### config.mk
export PLATFORM = sky130hd
export DESIGN_NAME = logic_op_arbiter
export DESIGN_NICKNAME = d
export VERILOG_FILES = /design/src/rtl/logic_op_arbiter_pkg.sv /design/src/rtl/logic_op_arbiter_logic_unit.sv /design/src/rtl/logic_op_arbiter.sv
export SDC_FILE = /design/constraint.sdc
export NUM_CORES = 1
export LEC_CHECK = 0
export BUFFER_PORTS_ARGS = -buffer_cell sky130_fd_sc_hd__buf_4
export CAP_MARGIN = 15
export CORE_UTILIZATION = 46
export CTS_BUF_LIST = sky130_fd_sc_hd__clkbuf_4 sky130_fd_sc_hd__clkbuf_8 sky130_fd_sc_hd__clkbuf_16
export DETAILED_ROUTE_END_ITERATION = 6
export PLACE_DENSITY = 0.75
export SYNTH_ARGS = -nofsm -noshare
export SYNTH_HDL_FRONTEND = slang
export SYNTH_SLANG_ARGS = --single-unit
export TNS_END_PERCENT = 20
### constraint.sdc
create_clock -name clk -period 2.9 [get_ports clk]
set_input_delay 0.435 -clock clk [delete_from_list [all_inputs] [get_ports clk]]
set_output_delay 0.435 -clock clk [all_outputs]
set_load 0.05 [all_outputs]
### src/rtl/logic_op_arbiter_pkg.sv
// Shared definitions for the logic-op arbiter: opcode values, opcode width
// and the sequencer state encoding.
package logic_op_arbiter_pkg;

    localparam int OP_W = 3;

    localparam logic [OP_W-1:0] OP_AND  = 3'd0;
    localparam logic [OP_W-1:0] OP_OR   = 3'd1;
    localparam logic [OP_W-1:0] OP_NAND = 3'd2;
    localparam logic [OP_W-1:0] OP_NOR  = 3'd3;
    localparam logic [OP_W-1:0] OP_XOR  = 3'd4;
    localparam logic [OP_W-1:0] OP_XNOR = 3'd5;
    localparam logic [OP_W-1:0] OP_NOT  = 3'd6;
    localparam logic [OP_W-1:0] OP_PASS = 3'd7;

    typedef enum logic [1:0] {
        S_IDLE = 2'd0,
        S_EXEC = 2'd1,
        S_RESP = 2'd2
    } state_t;

endpackage

### src/rtl/logic_op_arbiter_logic_unit.sv
// Purely combinational bitwise logic unit shared by all requesters.
module logic_unit
    import logic_op_arbiter_pkg::*;
#(
    parameter int WIDTH = 8
) (
    input  logic [WIDTH-1:0] a,
    input  logic [WIDTH-1:0] b,
    input  logic [OP_W-1:0]  op,
    output logic [WIDTH-1:0] y
);

    // opcode decode; NOR matches the existing gate cell form ~(a|b)
    always_comb begin
        y = '0;
        case (op)
            OP_AND:  y = a & b;
            OP_OR:   y = a | b;
            OP_NAND: y = ~(a & b);
            OP_NOR:  y = ~(a | b);
            OP_XOR:  y = a ^ b;
            OP_XNOR: y = ~(a ^ b);
            OP_NOT:  y = ~a;
            OP_PASS: y = a;
            default: y = a;
        endcase
    end

endmodule

### src/rtl/logic_op_arbiter.sv
// Round-robin arbiter/sequencer: grants one requester at a time to the shared
// logic unit and returns the tagged result over a valid/ready response port.
module logic_op_arbiter
    import logic_op_arbiter_pkg::*;
#(
    parameter int NUM_REQ = 4,
    parameter int WIDTH   = 8,
    parameter int ID_W    = 2
) (
    input  logic                     clk,
    input  logic                     rst,
    input  logic [NUM_REQ-1:0]       req_valid,
    output logic [NUM_REQ-1:0]       req_ready,
    input  logic [NUM_REQ*WIDTH-1:0] req_a,
    input  logic [NUM_REQ*WIDTH-1:0] req_b,
    input  logic [NUM_REQ*OP_W-1:0]  req_op,
    output logic                     rsp_valid,
    input  logic                     rsp_ready,
    output logic [ID_W-1:0]          rsp_id,
    output logic [WIDTH-1:0]         rsp_data
);

    state_t            state_r, state_next_s;
    logic [ID_W-1:0]   ptr_r;
    logic [WIDTH-1:0]  a_r, b_r;
    logic [OP_W-1:0]   op_r;
    logic [ID_W-1:0]   id_r;
    logic [ID_W-1:0]   grant_id_s;
    logic              grant_found_s;
    logic              accept_s;
    logic [WIDTH-1:0]  unit_y_s;
    logic              rsp_valid_r;
    logic [ID_W-1:0]   rsp_id_r;
    logic [WIDTH-1:0]  rsp_data_r;

    function automatic logic [ID_W-1:0] wrap_idx(input logic [ID_W-1:0] base, input int k);
        int s;
        s = int'(base) + k;
        s = (s >= NUM_REQ) ? (s - NUM_REQ) : s;
        return ID_W'(s);
    endfunction

    // first valid requester searching upward from ptr with wrap
    always_comb begin
        grant_found_s = 1'b0;
        grant_id_s    = '0;
        for (int k = 0; k < NUM_REQ; k++) begin
            grant_id_s    = (req_valid[wrap_idx(ptr_r, k)] && !grant_found_s) ? wrap_idx(ptr_r, k) : grant_id_s;
            grant_found_s = grant_found_s | req_valid[wrap_idx(ptr_r, k)];
        end
    end

    // grant is combinational in IDLE and suppressed while reset is high
    always_comb begin
        req_ready = '0;
        if (!rst && (state_r == S_IDLE) && grant_found_s) begin
            req_ready = {{(NUM_REQ-1){1'b0}}, 1'b1} << grant_id_s;
        end else begin
            req_ready = '0;
        end
    end

    assign accept_s = |(req_valid & req_ready);

    // next-state logic
    always_comb begin
        state_next_s = state_r;
        case (state_r)
            S_IDLE:  state_next_s = accept_s ? S_EXEC : S_IDLE;
            S_EXEC:  state_next_s = S_RESP;
            S_RESP:  state_next_s = rsp_ready ? S_IDLE : S_RESP;
            default: state_next_s = S_IDLE;
        endcase
    end

    // state register
    always_ff @(posedge clk) begin
        if (rst) begin
            state_r <= S_IDLE;
        end else begin
            state_r <= state_next_s;
        end
    end

    // operand capture and pointer rotation, only on acceptance
    always_ff @(posedge clk) begin
        if (rst) begin
            a_r   <= '0;
            b_r   <= '0;
            op_r  <= '0;
            id_r  <= '0;
            ptr_r <= '0;
        end else if (accept_s) begin
            a_r   <= req_a[grant_id_s*WIDTH +: WIDTH];
            b_r   <= req_b[grant_id_s*WIDTH +: WIDTH];
            op_r  <= req_op[grant_id_s*OP_W +: OP_W];
            id_r  <= grant_id_s;
            ptr_r <= (grant_id_s == ID_W'(NUM_REQ-1)) ? '0 : grant_id_s + ID_W'(1);
        end else begin
            ptr_r <= ptr_r;
        end
    end

    logic_unit #(.WIDTH(WIDTH)) u_unit (
        .a  (a_r),
        .b  (b_r),
        .op (op_r),
        .y  (unit_y_s)
    );

    // response registers: loaded in EXEC, held in RESP until consumed
    always_ff @(posedge clk) begin
        if (rst) begin
            rsp_valid_r <= 1'b0;
            rsp_id_r    <= '0;
            rsp_data_r  <= '0;
        end else begin
            case (state_r)
                S_EXEC: begin
                    rsp_valid_r <= 1'b1;
                    rsp_id_r    <= id_r;
                    rsp_data_r  <= unit_y_s;
                end
                S_RESP: begin
                    rsp_valid_r <= rsp_ready ? 1'b0 : 1'b1;
                end
                default: begin
                    rsp_valid_r <= 1'b0;
                end
            endcase
        end
    end

    assign rsp_valid = rsp_valid_r;
    assign rsp_id    = rsp_id_r;
    assign rsp_data  = rsp_data_r;

endmodule

==> metrics.txt <==
count of cell types in the netlist=36; logic depth of the worst register-to-register path=9; CP max stage cell=or3b_1; most numerous cell in the Yosys netlist=nand2_1; Hold WC Path Type=input pin to flip-flop; Net Sw Power=1.298 mW; Synth top cells by count=nand2_1, dfxtp_1, a21oi_1; area of the multi-input gates=1700 um2; Largest delay share family, worst path=simple AND/OR/NAND/NOR gates; Worst Min Path Start=req_b[31]; WS Path Type=flip-flop to primary output; first-pass GRT wire length=10.85 mm; dpl ws=398.0 ps; PwrDens=833.2 nW/um2; DRC=0; startpoint types=flip-flop; IO Pins=98; post-layout min period=2509 ps; die footprint=6004 um2; vias in the first global route=2449; RePlAce Congestion=0.8276; core box area=5507 um2; Longest Clk Path Bufs=2; FMAX=0.3986 GHz; Gate power share=0.584; Final Setup Violations=0; max_slew headroom=0.5218; Post-CTS Setup Inserts=0; Avg Cell Area, Syn=7.511 um2; Max Cap Viol=0; fillcell total=511; CTS H-tree depth=2; DRT Pass-1 Iters=4; Most used DFF post-synth=dfxtp_1; sequential fraction of the synthesis area=0.2749; Worst path max stage delay=440 ps; wire per inst=12.88 um; buffers added on ports=97; unrepaired setup endpoints after global routing=no; setup TNS=0 ps; Clock Pin Slew Worst Setup and Hold Paths=70 ps; worst skew pair latency=280 ps; Pint=1.600 mW; worst hold margin=463.3 ps; Post-Syn Area=2621 um2; leakage power total=1.672 nW; Hold Path Cell Cnt=4; Initial Util=0.4760; share of power burned in registers=0.300; CTS Hold Bufs=0; Layout Area Growth over Synthesis=32.70%; final worst slack=391.3 ps; Clk pwr share=0.116; number of flops mapped to enable cells by yosys=0; max-slew violation count=0; share of post-route cells with drive strength above 1=0.2723; Finished Core Util=0.6317; post-synth net total=452; initial antenna violation count=0; width of the die=77.49 um; CTS resizes=0; root buffer cell=clkbuf_8; maximum VDD drop=0.3884 mV; hpwl dp=5.109 mm; Worst path most repeated cell=buf_4; Yosys warnings=0; clk_skew=4.186 ps; Placed Instances=502; CP Data Required Time=2470 ps; Tot Pwr=2.898 mW; Post-DP Area=3397 um2; diode count=0; ANT nets after route=0; Finished Cell Area=3478 um2; Sw Ratio=0.4478; Slew @ Worst Pin=716.4 ps; WP buf/inv=2; Die Y=77.49 um; CTS tree=yes; Reg area=720.7 um2; GRT overflow=0; WHS Endpoint=b_r[7]; Final Hold Vio Count=0; largest net degree at the start of global routing=41; crit share post-route=0.8651; arrival time at the worst endpoint=2070 ps; register bit total from synthesis=36; crit path capture type=primary output; Initial DRC Count=122; drt total wl=6.557 mm; cells after synthesis=349; capturing point of the worst reg2reg path=op_r[0]; num rows=27; status=finished, final reports clean; Synth top area share=0.2749; CP Max Fanout=40; Post-synth ARST share=0; reg-to-reg slack, setup=550 ps; number of sinks on the clock net=36; worst path cell trace=or3b_1, o221ai_4, buf_4, nand2_1, nor2_1, buf_4; post-synth top area cell=dfxtp_1; ranking of synthesized cells by area=dfxtp_1, nand2_1, ha_1, a221o_1, mux2i_1; TritonCTS Buffers=5; reg2reg start=ptr_r[1]; Vias=2611; Tot GR Track Use=0.2236; Vias/cell=5.130; Non-Filler Instances=509; Nets=540
-- layout by cell type, fill, tap and decap left out, drive strengths merged, types with 5 or more instances in the layout --
cell type / count
ha: 20
a221oi: 5
xnor2: 14
a211oi: 6
a21oi: 29
nor2: 13
dfxtp: 36
buf: 104
o21ai: 5
nor2b: 9
nand2: 100
mux2i: 16
clkbuf: 6
a221o: 19
inv: 28
-- final cells by class --
type,count,area share
multi-input cells,262,0.4888
clock buffers,6,0.02194
flip-flops and latches,36,0.2072
clock inverters,1,0.001439
inverters,28,0.03022
repair buffers,104,0.2245
well taps,72,0.02590
-- worst min-delay path: stages --
cell     delay (ps)
buf_4            80
nand2_1          40
nand2_1          50
a221o_1         120
-- flip-flops by register name (all words and copies together), names as in the netlist, 2 cells and up --
register / flops
a_r: 8
b_r: 8
id_r: 2
op_r: 3
ptr_r: 2
rsp_data: 8
rsp_id: 2
state_r: 2
-- how the worst max path moves through the flow --
stage | from | to | slack, ps | depth (start not counted)
2_1_floorplan | req_valid[1] | a_r[0] | 470 | 11
3_3_place_gp | req_valid[2] | a_r[2] | 500 | 10
3_5_place_dp | req_valid[2] | op_r[0] | 400 | 10
4_1_cts | ptr_r[1] | req_ready[2] | 370 | 6
5_1_grt | ptr_r[1] | req_ready[0] | 250 | 6
6_report | ptr_r[1] | req_ready[2] | 390 | 6
-- metal layers --
metal,global-route usage,wire length [um],vias to the layer above
met5,0,0,-
li1,-,-,1353
met3,0.02706,279,4
met2,0.3690,3164,89
met1,0.3005,3080,1165
met4,0.07358,33,0
-- power groups by stage --
stage,Sequential (mW),Clock [mW],Combinational (mW)
2_1_floorplan,0.895,0,1.23
3_3_place_gp,0.865,0,1.64
3_5_place_dp,0.877,0,1.69
4_1_cts,0.868,0.341,1.70
5_1_grt,0.897,0.369,1.89
6_report,0.870,0.337,1.69
-- kinds of logic (layout without fill, tap and decap cells) --
family	Yosys count	count (layout)	share of synthesized area
xor gates and xnor gates	14	14	0.04678
DFF	36	36	0.2749
and+or+nand+nor	136	136	0.2210
buffers and inverters	51	139	0.08067
AOI/OAI and AO/OA	75	75	0.2157
muxes	17	17	0.06539
adders and majority gates	20	20	0.09547
Note: power is estimated with default switching activity, not from simulation.
